File: config.mk
export PLATFORM = sky130hd
export DESIGN_NAME = pll_lock_sequencer
export DESIGN_NICKNAME = d
export VERILOG_FILES = /design/src/rtl/pll_seq_pkg.sv /design/src/rtl/pll_chan_seq.sv /design/src/rtl/pll_lock_sequencer.sv
export SDC_FILE = /design/constraint.sdc
export NUM_CORES = 1
export LEC_CHECK = 0
export CELL_PAD_IN_SITES_DETAIL_PLACEMENT = 2
export CELL_PAD_IN_SITES_GLOBAL_PLACEMENT = 2
export CORE_MARGIN = 3
export CORE_UTILIZATION = 34
export DETAILED_ROUTE_END_ITERATION = 8
export PLACE_DENSITY = 0.84
export SETUP_SLACK_MARGIN = 0.5
export SLEW_MARGIN = 20
export SYNTH_ARGS = -nofsm -noshare
export SYNTH_HDL_FRONTEND = slang
export SYNTH_SLANG_ARGS = --single-unit
File: constraint.sdc
create_clock -name CLK -period 2.5 [get_ports CLK]
set_input_delay 0.5 -clock CLK [delete_from_list [all_inputs] [get_ports CLK]]
set_output_delay 0.5 -clock CLK [all_outputs]
set_load 0.05 [all_outputs]
File: src/rtl/pll_seq_pkg.sv
// Shared types and constants for the PLL lock sequencer.
// Channel state encoding, retry counter width and counter width helper.
package pll_seq_pkg;

  typedef enum logic [2:0] {
    ST_OFF,
    ST_RESET,
    ST_WAIT_LOCK,
    ST_LOCKED,
    ST_STANDBY,
    ST_FAULT
  } pll_seq_state_t;

  localparam int unsigned RETRY_W = 4;

  // One counter serves both the reset pulse and the lock timeout, so it
  // must hold the larger of the two thresholds.
  function automatic int unsigned cnt_width(input int unsigned reset_cycles,
                                            input int unsigned timeout_cycles);
    int unsigned m;
    m = (reset_cycles > timeout_cycles) ? reset_cycles : timeout_cycles;
    return $clog2(m + 1);
  endfunction

endpackage

File: src/rtl/pll_chan_seq.sv
// One PLL channel: LOCK synchroniser, bring-up FSM, dwell counters and retry count.
// Outputs are registered from the next state so they change on the transition edge.
module pll_chan_seq
  import pll_seq_pkg::*;
#(
  parameter int unsigned RESET_CYCLES        = 16,
  parameter int unsigned LOCK_STABLE_CYCLES  = 256,
  parameter int unsigned LOCK_TIMEOUT_CYCLES = 65536,
  parameter int unsigned MAX_RETRIES         = 3
) (
  input  logic               clk,
  input  logic               rst,
  input  logic               en,
  input  logic               stdby_req,
  input  logic               lock,
  output logic               pllreset,
  output logic               stdby,
  output logic               ready,
  output logic               fault,
  output logic               loss_evt,
  output logic [RETRY_W-1:0] retry_cnt
);

  localparam int unsigned CW = cnt_width(RESET_CYCLES, LOCK_TIMEOUT_CYCLES);
  localparam logic [CW-1:0] RST_LAST = CW'(RESET_CYCLES - 1);
  localparam logic [CW-1:0] STB_LAST = CW'(LOCK_STABLE_CYCLES - 1);
  localparam logic [CW-1:0] TMO_LAST = CW'(LOCK_TIMEOUT_CYCLES - 1);
  localparam logic [RETRY_W-1:0] RETRY_MAX = RETRY_W'(MAX_RETRIES);

  pll_seq_state_t state, state_nxt;
  logic               lock_meta, lk;
  logic [CW-1:0]      tmo_cnt, stb_cnt;
  logic [RETRY_W-1:0] retry_inc;
  logic               pllreset_d, stdby_d, ready_d, fault_d, loss_d;
  logic [RETRY_W-1:0] retry_d;

  function automatic logic [CW-1:0] sat_inc(input logic [CW-1:0] v);
    return (&v) ? v : v + 1'b1;
  endfunction

  assign retry_inc = (&retry_cnt) ? retry_cnt : retry_cnt + 1'b1;

  always_ff @(posedge clk) begin
    if (rst) begin
      lock_meta <= 1'b0;
      lk        <= 1'b0;
      state     <= ST_OFF;
      tmo_cnt   <= '0;
      stb_cnt   <= '0;
      pllreset  <= 1'b1;
      stdby     <= 1'b0;
      ready     <= 1'b0;
      fault     <= 1'b0;
      loss_evt  <= 1'b0;
      retry_cnt <= '0;
    end else begin
      lock_meta <= lock;
      lk        <= lock_meta;
      state     <= state_nxt;
      // Counters restart on every state change and only run in RESET/WAIT_LOCK.
      if (state_nxt != state) begin
        tmo_cnt <= '0;
        stb_cnt <= '0;
      end else begin
        unique case (state)
          ST_RESET: begin
            tmo_cnt <= sat_inc(tmo_cnt);
            stb_cnt <= '0;
          end
          ST_WAIT_LOCK: begin
            tmo_cnt <= sat_inc(tmo_cnt);
            stb_cnt <= lk ? sat_inc(stb_cnt) : '0;
          end
          default: begin
            tmo_cnt <= '0;
            stb_cnt <= '0;
          end
        endcase
      end
      pllreset  <= pllreset_d;
      stdby     <= stdby_d;
      ready     <= ready_d;
      fault     <= fault_d;
      loss_evt  <= loss_d;
      retry_cnt <= retry_d;
    end
  end

  always_comb begin
    state_nxt = state;
    case (state)
      ST_OFF:       state_nxt = ST_RESET;
      ST_RESET:     if (tmo_cnt >= RST_LAST) state_nxt = ST_WAIT_LOCK;
      ST_WAIT_LOCK: begin
        if (lk && (stb_cnt >= STB_LAST))
          state_nxt = ST_LOCKED;
        else if (tmo_cnt >= TMO_LAST)
          state_nxt = (retry_inc >= RETRY_MAX) ? ST_FAULT : ST_RESET;
      end
      ST_LOCKED: begin
        if (stdby_req)
          state_nxt = ST_STANDBY;
        else if (!lk)
          state_nxt = ST_RESET;
      end
      ST_STANDBY:   if (!stdby_req) state_nxt = ST_WAIT_LOCK;
      ST_FAULT:     state_nxt = ST_FAULT;
      default:      state_nxt = ST_OFF;
    endcase
    if (!en)
      state_nxt = ST_OFF;
  end

  always_comb begin
    pllreset_d = (state_nxt == ST_OFF) || (state_nxt == ST_RESET) ||
                 (state_nxt == ST_FAULT);
    stdby_d    = (state_nxt == ST_STANDBY);
    ready_d    = (state_nxt == ST_LOCKED);
    fault_d    = (state_nxt == ST_FAULT);
    loss_d     = (state == ST_LOCKED) && en && !stdby_req && !lk;
    retry_d    = retry_cnt;
    if (state_nxt == ST_OFF)
      retry_d = '0;
    else if (state == ST_WAIT_LOCK && state_nxt == ST_LOCKED)
      retry_d = '0;
    else if (state == ST_WAIT_LOCK &&
             (state_nxt == ST_RESET || state_nxt == ST_FAULT))
      retry_d = retry_inc;
  end

endmodule

File: src/rtl/pll_lock_sequencer.sv
// Multi-channel PLL_CORE supervisor: one pll_chan_seq per PLL plus the
// registered ALL_READY reduction over enabled channels.
module pll_lock_sequencer
  import pll_seq_pkg::*;
#(
  parameter int unsigned N_PLL               = 2,
  parameter int unsigned RESET_CYCLES        = 16,
  parameter int unsigned LOCK_STABLE_CYCLES  = 256,
  parameter int unsigned LOCK_TIMEOUT_CYCLES = 65536,
  parameter int unsigned MAX_RETRIES         = 3
) (
  input  logic                       CLK,
  input  logic                       RST,
  input  logic [N_PLL-1:0]           EN,
  input  logic [N_PLL-1:0]           STDBY_REQ,
  input  logic [N_PLL-1:0]           LOCK,
  output logic [N_PLL-1:0]           PLLRESET,
  output logic [N_PLL-1:0]           STDBY,
  output logic [N_PLL-1:0]           READY,
  output logic [N_PLL-1:0]           FAULT,
  output logic [N_PLL-1:0]           LOSS_EVT,
  output logic [RETRY_W*N_PLL-1:0]   RETRY_CNT,
  output logic                       ALL_READY
);

  for (genvar g = 0; g < N_PLL; g++) begin : g_chan
    pll_chan_seq #(
      .RESET_CYCLES        (RESET_CYCLES),
      .LOCK_STABLE_CYCLES  (LOCK_STABLE_CYCLES),
      .LOCK_TIMEOUT_CYCLES (LOCK_TIMEOUT_CYCLES),
      .MAX_RETRIES         (MAX_RETRIES)
    ) u_chan (
      .clk       (CLK),
      .rst       (RST),
      .en        (EN[g]),
      .stdby_req (STDBY_REQ[g]),
      .lock      (LOCK[g]),
      .pllreset  (PLLRESET[g]),
      .stdby     (STDBY[g]),
      .ready     (READY[g]),
      .fault     (FAULT[g]),
      .loss_evt  (LOSS_EVT[g]),
      .retry_cnt (RETRY_CNT[RETRY_W*g +: RETRY_W])
    );
  end

  // Disabled channels are masked out; no enabled channel means not ready.
  always_ff @(posedge CLK) begin
    if (RST)
      ALL_READY <= 1'b0;
    else
      ALL_READY <= (|EN) && (&(READY | ~EN));
  end

endmodule
==> impl_results.rst <==
.. list-table::
   :header-rows: 1

   * - Metric
     - Value
   * - Fin Clk Skew
     - between 0.015 and 0.02 ns
   * - Area of all placed cells without fillers
     - just under 7000 um2
   * - Residual overflow from global routing
     - 0
   * - Number of hold violations in the final report
     - 0
   * - Multiplexer share of the synthesized area
     - 0.0245
   * - Total half-perimeter wirelength after legalization and detailed placement
     - 9510 um
   * - Placement-stage worst setup slack
     - -0.0494 ns
   * - Total power density per cell area
     - about 480 nW/um2
   * - Gate family responsible for the most delay along the worst path
     - simple AND/OR/NAND/NOR gates
   * - Input/output buffers
     - 26
   * - Critical path buffer and inverter count
     - 2
   * - Post-DP Area
     - between 5000 and 6000 um2
   * - Most frequent cells in the layout
     - sky130_fd_sc_hd__dfxtp_1 (74), sky130_fd_sc_hd__buf_4 (59), sky130_fd_sc_hd__nor2_1 (40)
   * - Number of distinct standard cells referenced by the synthesized netlist
     - 62
   * - Headroom to the max-slew limit
     - 0.0468
   * - Post-synthesis share of cell area spent on and, or, nand and nor gates
     - 0.313
   * - Final number of max-transition violations
     - 0
   * - Number of iterations in the first detailed-routing pass
     - 4
   * - Hold Path Class
     - reg -> reg
   * - Origin of the critical flop-to-flop path
     - g_chan[1].u_chan.tmo_cnt[0]
   * - Run status
     - finished, violations left
   * - Switching Fraction
     - 0.257
   * - Die width
     - 123 um
   * - Global-route wire length before repair
     - a little under 30000 um
   * - Synth Area in Adders
     - 0.0323
   * - Placeable core region
     - approximately 13000 um2
   * - Die outline area
     - 15100 um2
   * - Highest fanout seen on the critical path
     - 4
   * - Largest net degree at the start of global routing
     - 21
   * - Part of the Yosys area used for sequential elements
     - 0.417
   * - Total Routing Usage GR
     - 0.264
   * - Clock slew at the register clock pins of the worst setup and hold paths
     - 0.08 ns
   * - Total DRC errors in the routed layout
     - 0
   * - Kind of critical path
     - reg -> reg
   * - XOR/XNOR Fraction of Synth Area
     - 0.0866
   * - Critical path data arrival time
     - roughly 3.0 ns
   * - Part of the power in the clock network
     - 0.453
   * - NumNets Final
     - about 630
   * - Final setup violation count
     - 62
   * - Register-to-register path setup slack
     - -0.28 ns
   * - Number of routed nets with antenna violations
     - 0
   * - Post-synth top flop
     - sky130_fd_sc_hd__dfxtp_1
   * - Crit path largest cell delay
     - 0.37 ns
   * - CP max-delay cell
     - sky130_fd_sc_hd__dfxtp_4
   * - Vias in the first global route
     - 4865
   * - Total vias in the final route
     - about 4500
   * - Netlist Area Pre-Place
     - roughly 4700 um2
   * - Main combinational cell family by area after synthesis
     - simple AND/OR/NAND/NOR gates
   * - Peak supply drop
     - between 400 and 500 uV
   * - Leakage power of the design
     - between 2 and 3 nW
   * - Total Routed Length
     - around 22000 um
   * - CP startpoint kind
     - flop
   * - Kind of end point of the critical path
     - flop
   * - Crit path to
     - g_chan[1].u_chan.retry_cnt[2]
   * - Antenna violations before repair
     - 1
   * - Cell depth of the worst setup path
     - 13
   * - Leading cell type in the layout, fill and taps excluded
     - sky130_fd_sc_hd__dfxtp_1
   * - Final weighted congestion in routability-driven placement
     - ~0.85
   * - Post-layout power
     - between 3 and 4 mW
   * - Internal power component
     - between 2 and 2.5 mW
   * - Worst r2r path cells
     - 13
   * - Final worst path period need
     - 2.78 ns
   * - Row count
     - 42
   * - Proportion of layout cells with a drive suffix above 1
     - 0.364
   * - Fraction of registers with async set or reset after synthesis
     - 0
   * - Portion of total power attributed to combinational logic
     - 0.063
   * - Number of filler cells placed in the layout
     - around 1400
   * - Sequential group share of total power
     - 0.484
   * - CTS tree
     - built
   * - Number of flops mapped to enable cells by yosys
     - 0
   * - Psw
     - approximately 840 uW
   * - CTS H-tree depth
     - 3
   * - Average routed wire per standard cell
     - ~27 um
   * - Largest buffer count on any clock path
     - 2
   * - Number of CTS-inserted buffers
     - 9
   * - Cell-by-cell trace of the critical path
     - ha_4 -> nand4_1 -> nor3_4 -> ha_2 -> nor2_4 -> nand2_2 -> a31o_1 -> and4_4 -> buf_6 -> buf_6 -> nand4_1 -> nor3_2 -> a211oi_2
   * - Buffer type at the clock tree root
     - sky130_fd_sc_hd__clkbuf_16
   * - Fmax
     - 0.360 GHz
   * - Total of flip-flops plus latches after synthesis
     - 97
   * - Worst endpoint required time
     - between 2 and 3 ns
   * - Final period utilization
     - 1.11
   * - TritonCTS sink count
     - 97
   * - Clk_lat worst skew
     - 0.37 ns
   * - Post-synthesis average cell area
     - 9.32 um2
   * - Violations in the final reports
     - setup timing
   * - Worst-margin pin slew
     - around 1.4 ns
   * - Number of DRC markers after the initial detailed-route iteration
     - about 280
   * - CTS Hold Buffers Added
     - 0
   * - FF-to-FF End
     - g_chan[1].u_chan.retry_cnt[2]
   * - Initial cell density of the core
     - 0.350
   * - Number of placed I/O pins
     - 27
   * - Cell count after synthesis
     - ~500
   * - Final worst slack
     - -0.281 ns
   * - Antenna fix cells
     - 0
   * - Via count normalized by instance count
     - between 5 and 6
   * - Share of the synthesized area in compound gates (AO/OA/AOI/OAI)
     - 0.0769
   * - # Max-Cap Violations
     - 0
   * - P&R area growth vs syn
     - 44.9%
   * - Yosys Warn Count
     - 0
   * - Chip height
     - between 100 and 150 um
   * - Critical Path Start
     - g_chan[1].u_chan.tmo_cnt[0]
   * - RSZ-0062 raised after global routing
     - true
==> sequential cells by signal, summed over array words and instances, names as in the netlist <==
name and count:
ALL_READY 1, g_chan.u_chan.state 6, g_chan.u_chan.lk 2, g_chan.u_chan.tmo_cnt 34, g_chan.u_chan.pllreset 2, g_chan.u_chan.stdby 2, g_chan.u_chan.ready 2, g_chan.u_chan.loss_evt 2
g_chan.u_chan.stb_cnt 34, g_chan.u_chan.retry_cnt 8, g_chan.u_chan.lock_meta 2, g_chan.u_chan.fault 2
==> cell usage after synthesis (3+ instances only) <==
library cell / number / area [um2]
sky130_fd_sc_hd__nor2b_1: 16 / 100
sky130_fd_sc_hd__ha_1: 12 / 150
sky130_fd_sc_hd__xor2_1: 29 / 254
sky130_fd_sc_hd__nand4b_1: 3 / 26.3
sky130_fd_sc_hd__mux2i_1: 10 / 100
sky130_fd_sc_hd__nand4_1: 15 / 93.8
sky130_fd_sc_hd__nor3_2: 20 / 200
sky130_fd_sc_hd__and4_1: 4 / 35.0
sky130_fd_sc_hd__nor2_1: 53 / 199
sky130_fd_sc_hd__nor4_1: 11 / 68.8
sky130_fd_sc_hd__buf_6: 5 / 56.3
sky130_fd_sc_hd__buf_4: 11 / 82.6
sky130_fd_sc_hd__a31oi_1: 4 / 25.0
sky130_fd_sc_hd__o21ai_0: 6 / 30.0
sky130_fd_sc_hd__and2_1: 7 / 43.8
sky130_fd_sc_hd__inv_1: 10 / 37.5
sky130_fd_sc_hd__a21o_1: 4 / 30.0
sky130_fd_sc_hd__nand2b_1: 9 / 56.3
sky130_fd_sc_hd__nor3_1: 28 / 140
sky130_fd_sc_hd__clkbuf_1: 5 / 18.8
sky130_fd_sc_hd__nand2_1: 32 / 120
sky130_fd_sc_hd__nand3_1: 29 / 145
sky130_fd_sc_hd__a21oi_1: 9 / 45.0
sky130_fd_sc_hd__xnor2_1: 17 / 149
sky130_fd_sc_hd__and3_1: 8 / 50.1
sky130_fd_sc_hd__dfxtp_1: 97 / 1940
==> final cells by class <==
class / count / area, um2 / area share
multi-input cells: 383 / 3100 / 0.460
flip-flops and latches: 97 / 1990 / 0.296
repair buffers: 110 / 1090 / 0.162
clock buffers: 10 / 229 / 0.0340
well taps: 176 / 220 / 0.0327
clock inverters: 6 / 66.3 / 0.00984
inverters: 10 / 37.5 / 0.00557
==> power by group through the flow <==
stage	logic (mW)	clock network [mW]	registers, mW
2_1_floorplan	0.0686	0	1.61
3_3_place_gp	0.105	0	1.61
3_5_place_dp	0.111	0	1.61
4_1_cts	0.152	1.46	1.57
5_1_grt	0.212	1.57	1.58
6_report	0.205	1.48	1.58
==> worst reg2reg max path, stage by stage, from the launching register on <==
cell and delay (ns):
sky130_fd_sc_hd__dfxtp_4 0.37, sky130_fd_sc_hd__ha_4 0.16, sky130_fd_sc_hd__nand4_1 0.21, sky130_fd_sc_hd__nor3_4 0.33, sky130_fd_sc_hd__ha_2 0.27, sky130_fd_sc_hd__nor2_4 0.05
sky130_fd_sc_hd__nand2_2 0.07, sky130_fd_sc_hd__a31o_1 0.13, sky130_fd_sc_hd__and4_4 0.26, sky130_fd_sc_hd__buf_6 0.12, sky130_fd_sc_hd__buf_6 0.09, sky130_fd_sc_hd__nand4_1 0.19
sky130_fd_sc_hd__nor3_2 0.32, sky130_fd_sc_hd__a211oi_2 0.07
==> per-layer routing <==
| metal | part of all wire | GRT usage | up-vias | wire length [um] |
|---|---|---|---|---|
| met3 | 0.029 | 0.0435 | 83 | 617 |
| li1 | - | - | 1968 | - |
| met2 | 0.54 | 0.504 | 139 | 11600 |
| met5 | 0.00051 | 0 | - | 11 |
| met1 | 0.38 | 0.283 | 2294 | 8100 |
| met4 | 0.054 | 0.119 | 2 | 1150 |
==> how the worst min path moves through the flow <==
stage,startpoint,endpoint,slack (ns),cells past startpoint
after floorplan,g_chan[0].u_chan.lock_meta,g_chan[0].u_chan.lk,0.41,1
after global placement,g_chan[0].u_chan.lock_meta,g_chan[0].u_chan.lk,0.45,1
after detailed placement,g_chan[1].u_chan.lock_meta,g_chan[1].u_chan.lk,0.45,1
after CTS,g_chan[0].u_chan.lock_meta,g_chan[0].u_chan.lk,0.47,1
after global routing,g_chan[0].u_chan.lock_meta,g_chan[0].u_chan.lk,0.50,1
final,g_chan[0].u_chan.lock_meta,g_chan[0].u_chan.lk,0.49,1
==> logic make-up (layout without fill, tap and decap cells) <==
logic type                 count (synthesis)  count (layout)
buffers and inverters                     35             136
muxes                                     11              11
adders and majority gates                 12              12
other                                      1              16
xor gates and xnor gates                  46              46
DFF                                       97              97
and+or+nand+nor                          251             252
AOI/OAI and AO/OA                         46              46
==> per-stage QoR <==
stage / setup TNS [ns] / hold WS, ns / std cells / utilization
floorplan: 0 / 0.414 / 514 / -
global placement: 0 / 0.452 / 713 / 0.399
detailed placement: -0.423 / 0.452 / 713 / 0.399
CTS: 0 / 0.472 / 777 / 0.464
global route: -13.27 / 0.498 / 792 / 0.507
finish: -9.68 / 0.487 / 792 / 0.507
==> repair_timing <==
| item | CTS | global route |
|---|---|---|
| gates resized for setup | 59 | 91 |
| endpoints found under the setup margin | 82 | 78 |
| cloned | 4 | 2 |
| endpoints found under the hold margin | 0 | 0 |
| pin swaps | 27 | 25 |
| buffers inserted | 44 | 13 |
Note: power is estimated with default switching activity, not from simulation.
